File: config.mk
export PLATFORM = sky130hd
export DESIGN_NAME = adex_spike_monitor
export DESIGN_NICKNAME = d
export VERILOG_FILES = /design/src/rtl/adex_spike_monitor.sv
export SDC_FILE = /design/constraint.sdc
export NUM_CORES = 1
export LEC_CHECK = 0
export CORE_UTILIZATION = 38
export CTS_BUF_LIST = sky130_fd_sc_hd__clkbuf_8
export DETAILED_ROUTE_END_ITERATION = 10
export DONT_BUFFER_PORTS = 1
export MAX_ROUTING_LAYER = met4
export SLEW_MARGIN = 20
export SYNTH_ARGS = -nofsm -noshare
export SYNTH_HDL_FRONTEND = slang
export SYNTH_SLANG_ARGS = --single-unit
File: constraint.sdc
create_clock -name clk -period 3.2 [get_ports clk]
set_input_delay 0.48 -clock clk [delete_from_list [all_inputs] [get_ports clk]]
set_output_delay 0.48 -clock clk [all_outputs]
set_load 0.02 [all_outputs]
File: src/rtl/adex_spike_monitor.sv
// adex_spike_monitor: edge-detects the AdEx core's spike level, logs ISIs into a
// nibble-read FIFO and reports a windowed spike rate. Burst flag built only with ADEX_MON_BURST_EN.
module adex_spike_monitor #(
   parameter int WINDOW_CYCLES = 4096,
   parameter int FIFO_DEPTH    = 4,
   parameter int BURST_ISI     = 64
) (
   input  logic       clk,
   input  logic       reset,
   input  logic       enable,
   input  logic       spike_in,
   input  logic       rd_strobe,
   input  logic       clr_ovf,
   output logic [3:0] nibble_out,
   output logic       rec_valid,
   output logic       fifo_full,
   output logic       overflow,
   output logic [7:0] rate_out,
   output logic       rate_valid,
   output logic       burst_out
);
   localparam int PW = $clog2(FIFO_DEPTH);
   localparam int CW = PW + 1;
   localparam int WW = $clog2(WINDOW_CYCLES);

   logic        spike_prev;
   logic        spk_edge;
   logic [15:0] isi_cnt;

   assign spk_edge = spike_in & ~spike_prev & enable;

   always_ff @(posedge clk) begin
      if (reset) begin
         spike_prev <= 1'b0;
         isi_cnt    <= '0;
      end else begin
         spike_prev <= spike_in;
         if (enable) begin
            if (spk_edge)
               isi_cnt <= 16'd1;
            else if (isi_cnt != 16'hFFFF)
               isi_cnt <= isi_cnt + 16'd1;
         end
      end
   end

   logic [15:0]      mem [FIFO_DEPTH];
   logic [PW-1:0]    wr_ptr, rd_ptr, rd_ptr_nxt;
   logic [CW-1:0]    count, count_nxt;
   logic [1:0]       nib_idx, nib_nxt;
   logic             rd_ok, pop, push_ok, drop;
   logic [15:0]      head_nxt;
   logic [3:0][3:0]  head_nib;

   assign fifo_full  = (count == CW'(FIFO_DEPTH));
   assign rec_valid  = (count != '0);
   assign rd_ok      = rd_strobe & rec_valid;
   assign pop        = rd_ok & (nib_idx == 2'd3);
   assign push_ok    = spk_edge & (~fifo_full | pop);
   assign drop       = spk_edge & fifo_full & ~pop;
   assign count_nxt  = count + CW'(push_ok) - CW'(pop);
   assign rd_ptr_nxt = pop ? rd_ptr + PW'(1) : rd_ptr;
   assign nib_nxt    = rd_ok ? nib_idx + 2'd1 : nib_idx;

   // nibble_out is built from next-state so it lines up with rec_valid; the new
   // head can be the record being written this very cycle.
   assign head_nxt = (push_ok && (rd_ptr_nxt == wr_ptr)) ? isi_cnt : mem[rd_ptr_nxt];
   assign head_nib = head_nxt;

   always_ff @(posedge clk) begin
      if (push_ok)
         mem[wr_ptr] <= isi_cnt;
   end

   always_ff @(posedge clk) begin
      if (reset) begin
         wr_ptr     <= '0;
         rd_ptr     <= '0;
         count      <= '0;
         nib_idx    <= 2'd0;
         nibble_out <= 4'd0;
         overflow   <= 1'b0;
      end else begin
         if (push_ok)
            wr_ptr <= wr_ptr + PW'(1);
         rd_ptr     <= rd_ptr_nxt;
         count      <= count_nxt;
         nib_idx    <= nib_nxt;
         nibble_out <= (count_nxt == '0) ? 4'd0 : head_nib[2'd3 - nib_nxt];
         if (drop)
            overflow <= 1'b1;
         else if (clr_ovf)
            overflow <= 1'b0;
      end
   end

   logic [WW-1:0] win_cnt;
   logic [7:0]    spk_cnt, spk_sum;
   logic          win_end;

   assign win_end = (win_cnt == WW'(WINDOW_CYCLES - 1));
   assign spk_sum = (spk_cnt == 8'hFF) ? 8'hFF : spk_cnt + {7'd0, spk_edge};

   always_ff @(posedge clk) begin
      if (reset) begin
         win_cnt    <= '0;
         spk_cnt    <= 8'd0;
         rate_out   <= 8'd0;
         rate_valid <= 1'b0;
      end else begin
         rate_valid <= 1'b0;
         if (enable) begin
            if (win_end) begin
               rate_out   <= spk_sum;
               rate_valid <= 1'b1;
               spk_cnt    <= 8'd0;
               win_cnt    <= '0;
            end else begin
               spk_cnt <= spk_sum;
               win_cnt <= win_cnt + WW'(1);
            end
         end
      end
   end

`ifdef ADEX_MON_BURST_EN
   logic [1:0] run_cnt, run_nxt;

   // Consecutive short ISIs, saturating at 3.
   always_comb begin
      run_nxt = run_cnt;
      if (spk_edge) begin
         if (isi_cnt <= 16'(BURST_ISI))
            run_nxt = (run_cnt == 2'd3) ? 2'd3 : run_cnt + 2'd1;
         else
            run_nxt = 2'd0;
      end
   end

   always_ff @(posedge clk) begin
      if (reset) begin
         run_cnt   <= 2'd0;
         burst_out <= 1'b0;
      end else begin
         run_cnt   <= run_nxt;
         burst_out <= (run_nxt >= 2'd2);
      end
   end
`else
   localparam int unused_burst_isi = BURST_ISI;
   assign burst_out = 1'b0;
`endif

endmodule

==> impl_metrics.json, run 1 <==
{
  "status": "completed",
  "cts_tree": "yes",
  "core-area_um2": 15370,
  "period_minus_slack_ps": 3023,
  "drt-total-wl_um": 13740,
  "place.gp.congestion": 0.8525,
  "finalMaxSlewViolations": 0,
  "synth_area_um2": 6041,
  "worstMarginPinSlew_ps": 705.2,
  "nets": 612,
  "cts.clk_slew.worst_paths_ps": 70,
  "crit_slowest_cell": "dfxtp_1",
  "drc": 0,
  "avgSynthCellArea_um2": 10.20,
  "ir_drop_mv": 0.3761,
  "htreeDepth": 4,
  "ys_ff_latch": 124,
  "synth.yosys.seq_area_share_pct": 51.70,
  "grt_util_all_layers_pct": 18.53,
  "clock_latency_ps": 430,
  "worst-setup-path-type": "reg -> reg",
  "max_stage_delay_ps": 390,
  "ant_nets": 0,
  "num_vias": 4515,
  "syn2layout_area_growth_pct": 11.89,
  "cts_hold_buf": 0,
  "drt-initial-drc-count": 398,
  "power_density_nw_per_um2": 503.2,
  "netlist_top_cells_area": "edfxtp_1 32%, dfxtp_1 20%, nor2_1 4.2%",
  "grt_antenna_before_repair": 0,
  "grt.overflow.total": 0,
  "slew_headroom_pct": 52.59,
  "cts_buffers": 17,
  "portBuffers": 0,
  "worstHoldPathType": "in -> reg",
  "clock_sinks": 124,
  "r2r_end": "nibble_out[2]",
  "r2r_setup_slack_ps": 180,
  "synth_top_cell_area_share_pct": 31.81,
  "cp_max_fo": 4,
  "worstPathCellList": "ha_1 -> a21boi_2 -> nor2_2 -> inv_1 -> ha_1 -> inv_1 -> ha_1 -> inv_1 -> fa_1 -> xor2_1 -> xnor2_1 -> a31o_2 -> a41o_1 -> a311oi_1",
  "startpoint_type": "register",
  "die_x_um": 128.1,
  "fin_crit_sh_pct": 94.46,
  "r2r_cells": 14,
  "yosys_warnings": 0,
  "antenna-diode-count": 0,
  "arrival_ps": 3360,
  "dieArea_um2": 16400,
  "synthTopCellsByCount": "68 x nor2_1, 64 x edfxtp_1, 60 x dfxtp_1",
  "async_flop_share_pct": 0,
  "max_freq_mhz": 330.8,
  "rows": 45,
  "critPathCaptureType": "register",
  "first_pass_iters": 8,
  "grt_pass1_wl_um": 22470,
  "hold_violations": 0,
  "crit_family": "adder cells",
  "root_buffer": "clkbuf_8",
  "synth_nets": 610,
  "cts_max_path_buffers": 2,
  "hpwlAfterDp_um": 9212,
  "setup_viol": 0,
  "io_pins": 23,
  "crit_required_ps": 3540,
  "timing.rr.start": "nib_idx[0]",
  "wl_per_cell_um": 16.79,
  "grt_max_degree": 45,
  "synthDistinctLibCells": 59,
  "crit_start": "nib_idx[0]",
  "start_util_pct": 39.30,
  "hold_depth": 1,
  "die_y_um": 128.1,
  "yosysTopAreaCell": "edfxtp_1",
  "min_from": "reset",
  "grt_setup_unrepaired": "false",
  "netlist_instances": 592,
  "fin_tns_setup_ps": 0,
  "synthFlopType": "edfxtp_1",
  "leakagePower_nw": 2.309,
  "hold_end": "spike_prev",
  "synth_edf_count": 64,
  "via_per_inst": 5.520,
  "crit_buf_inv": 3,
  "drive_gt1_share_pct": 12.85,
  "cap_violations": 0,
  "synth.most_common_cell": "nor2_1",
  "total_power_mw": 3.401,
  "fin_skew_ps": 5.466,
  "grt_pass1_vias": 4325
}
## power by group
group	internal (mW)	switching (mW)	leakage, nW
combinational	0.0798	0.109	0.979
sequential	1.69	0.0357	1.11
clock	0.849	0.637	0.218
total	2.62	0.782	2.31
## cell type report
class | count | area, um^2
clock buffers | 17 | 234.0
clock inverters | 15 | 195.2
fillers | 1426 | 8612
inverters | 13 | 48.80
multi-input cells | 420 | 2744
flip-flops and latches | 124 | 3126
well taps | 211 | 264.0
repair buffers | 18 | 147.6
## cell families after synthesis
kind of cell,after synthesis,share of synthesized area [%]
AO/OA/AOI/OAI,118,13.82
XOR/XNOR,31,4.495
adder cells (fa/ha/maj),12,2.610
buffers and inverters,48,3.252
flip-flops,124,51.70
multiplexers,35,6.110
other,1,0.06208
AND/OR/NAND/NOR,223,17.96
## through the flow
step	cell area [um^2]	instances	hold WS (ps)	setup WS (ps)	utilization, %
finish	6759	818	107.2	177.3	43.97
CTS	6731	816	81.17	146.0	43.79
detailed placement	6302	784	457.3	167.5	41.00
global route	6759	818	59.77	8.415	43.97
global placement	6302	784	447.0	260.7	41.00
floorplan	6065	592	439.9	4.958	-
## registers in the layout, indices dropped and copies added, names as in the netlist, 2 cells and up
signal      cells
rd_ptr          2
wr_ptr          2
nib_idx         2
win_cnt        12
isi_cnt        16
rate_out        8
count           3
nibble_out      4
mem            64
spk_cnt         8
## cell usage in the layout (no fill, tap or decap), drive strengths merged, types with 7 or more instances in the layout
cell | Yosys | final
nor4 | 7 | 7
mux2 | 15 | 15
xor2 | 13 | 13
mux2i | 20 | 20
o21ai | 25 | 25
a21oi | 30 | 30
and3 | 20 | 20
a211oi | 7 | 7
a311oi | 13 | 13
nand3 | 18 | 18
edfxtp | 64 | 64
nand2 | 41 | 41
inv | 12 | 17
nor2 | 68 | 68
buf | 10 | 18
xnor2 | 18 | 18
clkbuf | 25 | 17
dfxtp | 60 | 60
ha | 11 | 11
nor3 | 32 | 32
or3 | 9 | 9
a31oi | 7 | 7
## layer usage
metal,track usage [%],up-vias,wire (um)
met5,-,-,0
met4,6.090,0,136
met3,4.591,8,648
met2,29.83,115,6648
met1,22.77,2184,6305
li1,-,2208,-
## how the worst max path moves through the flow
stage	endpoint	slack, ps	depth (start not counted)
3_3_place_gp	nibble_out[2]	260	13
2_1_floorplan	nibble_out[2]	5	15
3_5_place_dp	nibble_out[2]	170	8
4_1_cts	nibble_out[2]	150	8
5_1_grt	nibble_out[2]	8	14
6_report	nibble_out[2]	180	14
## worst reg2reg max path: cells and delay by family (launching register included)
kind,cells,cell delay (ps)
buffers and inverters,3,180
AND/OR/NAND/NOR,1,130
flip-flops,1,390
AO/OA/AOI/OAI,4,880
XOR/XNOR,2,300
adder cells (fa/ha/maj),4,1060
## timing repair
item / 4_1_cts / 5_1_grt
buffers inserted: 0 / 2
setup endpoints to repair: 0 / 2
resized for setup: 0 / 0
Power figures use the tool's default switching activity.
==> run 2, diff against run 1 <==
MAX_ROUTING_LAYER = default   (was met4)
==> impl_metrics.json, run 2 (same netlist as run 1, synthesis figures left out) <==
{
  "status": "completed",
  "rows": 45,
  "crit_family": "adder cells",
  "ir_drop_mv": 0.3795,
  "post-cts-setup-buffers": 0,
  "top_register": "mem",
  "clock_latency_ps": 440,
  "cts_max_path_buffers": 2,
  "critPathCaptureType": "register",
  "start_util_pct": 39.30,
  "via_per_inst": 5.496,
  "grt_setup_unrepaired": "false",
  "drt-initial-drc-count": 429,
  "cts_resized": 0,
  "period_minus_slack_ps": 3020,
  "htreeDepth": 4,
  "first_pass_iters": 4,
  "detailed_place.area_um2": 6302,
  "stdcell_area_um2": 6759,
  "mostFrequentLayoutCell": "nor2_1",
  "leakagePower_nw": 2.309,
  "cts_tree": "yes",
  "drt-total-wl_um": 13830,
  "cp_max_fo": 4,
  "total_power_mw": 3.411,
  "largest_reg_flops": 64,
  "grt.overflow.total": 0,
  "n_fill_cell": 1426,
  "hpwlAfterDp_um": 9212,
  "core-area_um2": 15370,
  "max_freq_mhz": 331.1,
  "grt_util_all_layers_pct": 17.98,
  "power_density_nw_per_um2": 504.6,
  "grt_antenna_before_repair": 0,
  "nets": 612,
  "drc": 0,
  "grt_pass1_wl_um": 22440,
  "r2r_setup_slack_ps": 180,
  "reg_top3": "mem: 64 flops, isi_cnt: 16 flops, win_cnt: 12 flops",
  "startpoint_type": "register",
  "wl_per_cell_um": 16.91,
  "slew_headroom_pct": 52.53,
  "hold_violations": 0,
  "drive_gt1_share_pct": 12.85,
  "layout_common_cells": "67 x nor2_1, 64 x edfxtp_1, 58 x dfxtp_1",
  "die_x_um": 128.1,
  "die_y_um": 128.1,
  "portBuffers": 0,
  "grt_pass1_vias": 4322,
  "worstMarginPinSlew_ps": 706.0,
  "hold_ws_ps": 95.95,
  "crit_required_ps": 3540,
  "fin_crit_sh_pct": 94.39,
  "crit_buf_inv": 3,
  "dp_slack_ps": 167.5,
  "fin_skew_ps": 10.16,
  "setup_ws_ps": 179.6,
  "io_pins": 23,
  "setup_viol": 0,
  "cap_violations": 0,
  "crit_slowest_cell": "dfxtp_1",
  "worst-setup-path-type": "reg -> reg",
  "ant_nets": 0,
  "cts.clk_slew.worst_paths_ps": 80,
  "worstHoldPathType": "in -> reg",
  "cts_buffers": 17,
  "fin_tns_setup_ps": 0,
  "worstPathCellList": "ha_1 -> a21boi_2 -> nor2_2 -> inv_1 -> ha_1 -> inv_1 -> ha_1 -> inv_1 -> fa_1 -> xor2_1 -> xnor2_1 -> a31o_2 -> a41o_1 -> a311oi_1",
  "num_vias": 4496,
  "place.gp.congestion": 0.8395,
  "dieArea_um2": 16400,
  "clock_sinks": 124,
  "grt_max_degree": 45,
  "arrival_ps": 3360,
  "syn2layout_area_growth_pct": 11.89,
  "antenna-diode-count": 0,
  "cts_hold_buf": 0,
  "max_stage_delay_ps": 390,
  "root_buffer": "clkbuf_8",
  "finalMaxSlewViolations": 0
}
-- run 2: cell type report --
cell class	instances	area, um^2	share of cell area, %
flip-flops and latches	124	3126	46.24
repair buffers	18	147.6	2.184
well taps	211	264.0	3.906
clock inverters	15	195.2	2.888
multi-input cells	420	2744	40.60
clock buffers	17	234.0	3.462
inverters	13	48.80	0.7220
-- run 2: metrics by stage --
step,std cells,utilization (%)
after detailed placement,784,41.00
after global routing,818,43.97
after CTS,816,43.79
after floorplan,592,-
after global placement,784,41.00
final,818,43.97
-- run 2: worst paths after layout --
check | startpoint | endpoint | cells past startpoint
min reg2reg | win_cnt[11] | win_cnt[11] | 2
max reg2reg | nib_idx[0] | nibble_out[2] | 14
max | nib_idx[0] | nibble_out[2] | 14
min | reset | spike_prev | 1
-- run 2: routing by layer --
metal	up-vias	share of wire, %	GRT usage [%]
met2	108	48	29.86
li1	2205	-	-
met3	8	4.5	4.549
met5	-	0	0
met4	0	0.95	6.090
met1	2175	46	22.74
-- run 2: power by group --
group	internal (mW)	switching, mW	leakage (nW)
Combinational	0.0797	0.110	0.979
Sequential	1.69	0.0357	1.11
Clock	0.849	0.646	0.218
Total	2.62	0.792	2.31
==> run 3, diff against run 2 <==
PLACE_DENSITY = 0.53   (was default)
==> impl_metrics.json, run 3 (same netlist as run 1, synthesis figures left out) <==
{
  "status": "completed",
  "mostFrequentLayoutCell": "nor2_1",
  "hold_violations": 0,
  "worstHoldPathType": "in -> reg",
  "drt-initial-drc-count": 214,
  "grt_pass1_vias": 4361,
  "crit_buf_inv": 3,
  "regArea_um2": 3128,
  "syn2layout_area_growth_pct": 11.79,
  "top_register": "mem",
  "cpMostUsedCell": "inv_1",
  "rows": 45,
  "crit_start": "count[0]",
  "worstMarginPinSlew_ps": 961.2,
  "io_pins": 23,
  "cp_num_cells": 14,
  "total_power_mw": 3.468,
  "r2r_setup_slack_ps": 230,
  "cp-endpoint": "nibble_out[2]",
  "cp_max_fo": 5,
  "r2r_end": "nibble_out[2]",
  "max_stage_delay_ps": 400,
  "root_buffer": "clkbuf_8",
  "ant_nets": 0,
  "finalMaxSlewViolations": 0,
  "worstPathCellList": "nor3b_4 -> a21boi_2 -> nor2_2 -> inv_1 -> ha_1 -> inv_1 -> ha_1 -> inv_1 -> fa_1 -> xor2_1 -> xnor2_1 -> a31o_2 -> a41o_1 -> a311oi_1",
  "clock_latency_ps": 450,
  "wl_per_cell_um": 17.16,
  "htreeDepth": 4,
  "drt-total-wl_um": 14010,
  "r2r_cells": 14,
  "period_minus_slack_ps": 2973,
  "cts_hold_buf": 0,
  "setup_viol": 0,
  "max_freq_mhz": 336.3,
  "antenna-diode-count": 0,
  "fin_tns_setup_ps": 0,
  "die_x_um": 128.1,
  "layout_common_cells": "67 x nor2_1, 64 x edfxtp_1, 56 x dfxtp_1",
  "grt_setup_unrepaired": "false",
  "n_fill_cell": 1459,
  "reg_top3": "mem: 64 flops, isi_cnt: 16 flops, win_cnt: 12 flops",
  "grt_util_all_layers_pct": 18.36,
  "cts_tree": "yes",
  "start_util_pct": 39.30,
  "multi_input_area_um2": 2744,
  "grt_antenna_before_repair": 0,
  "cap_violations": 0,
  "cts.clk_slew.worst_paths_ps": 70,
  "crit_family": "compound AO/OA/AOI/OAI gates",
  "first_pass_iters": 4,
  "fin_util_pct": 43.93,
  "hpwlAfterDp_um": 9387,
  "slew_headroom_pct": 35.46,
  "grt.overflow.total": 0,
  "dp_cells": 784,
  "cts_buffers": 17,
  "portBuffers": 0,
  "grt_pass1_wl_um": 22740,
  "core-area_um2": 15370,
  "power_density_nw_per_um2": 513.6,
  "crit_required_ps": 3560,
  "worst-setup-path-type": "reg -> reg",
  "ir_drop_mv": 0.2289,
  "nets": 610,
  "clock_sinks": 124,
  "num_vias": 4502,
  "drive_gt1_share_pct": 12.56,
  "dieArea_um2": 16400,
  "fin_crit_sh_pct": 92.91,
  "die_y_um": 128.1,
  "leakagePower_nw": 2.313,
  "via_per_inst": 5.517,
  "drc": 0,
  "largest_reg_flops": 64,
  "stdcell_count": 816,
  "timing.rr.start": "count[0]",
  "grt_max_degree": 45,
  "critPathCaptureType": "register",
  "place.gp.congestion": 0.7777,
  "arrival_ps": 3330,
  "fin_skew_ps": 15.10,
  "cts_max_path_buffers": 2,
  "crit_slowest_cell": "dfxtp_1",
  "startpoint_type": "register"
}
==> run 3: power breakdown <==
| part | total (mW) | switching (mW) | internal, mW |
|---|---|---|---|
| logic | 0.184 | 0.108 | 0.0757 |
| clock network | 1.56 | 0.621 | 0.937 |
| registers | 1.73 | 0.0355 | 1.69 |
| total | 3.47 | 0.765 | 2.70 |
==> run 3: timing repair <==
item | 4_1_cts | 5_1_grt
hold endpoints to repair | 0 | 0
endpoints found under the setup margin | 0 | 1
buffers inserted | 0 | 0
resized for setup | 0 | 1
==> run 3: worst min-delay path by stage <==
stage	endpoint	cells after the start	startpoint
finish	spike_prev	1	reset
floorplan	win_cnt[11]	2	win_cnt[11]
detailed placement	win_cnt[11]	2	win_cnt[11]
global placement	win_cnt[11]	2	win_cnt[11]
CTS	spike_prev	1	reset
global route	spk_cnt[1]	1	reset
==> run 3: stage by stage <==
step | worst slack (ps) | area, um^2 | hold slack, ps
6_report | 226.8 | 6753 | 92.23
5_1_grt | 41.57 | 6753 | 55.56
4_1_cts | 174.4 | 6751 | 54.49
3_5_place_dp | 200.3 | 6304 | 460.6
3_3_place_gp | 302.6 | 6304 | 443.4
2_1_floorplan | 4.958 | 6065 | 439.9
==> run 3: per-layer routing <==
| layer | global-route usage (%) | share of wire [%] | routed length [um] | up-vias |
|---|---|---|---|---|
| li1 | - | - | - | 2201 |
| met1 | 23.45 | 46 | 6420 | 2202 |
| met2 | 29.86 | 48 | 6776 | 86 |
| met3 | 4.424 | 4.4 | 617 | 13 |
| met4 | 7.405 | 1.4 | 191 | 0 |
| met5 | 0 | 0 | 0 | - |
==> run 3: cell type report <==
class / count / area share [%]
Clock inverter: 14 / 2.965
Timing Repair Buffer: 16 / 1.779
Multi-Input combinational cell: 420 / 40.63
Sequential cell: 124 / 46.32
Clock buffer: 18 / 3.669
Inverter: 13 / 0.7226
Tap cell: 211 / 3.910
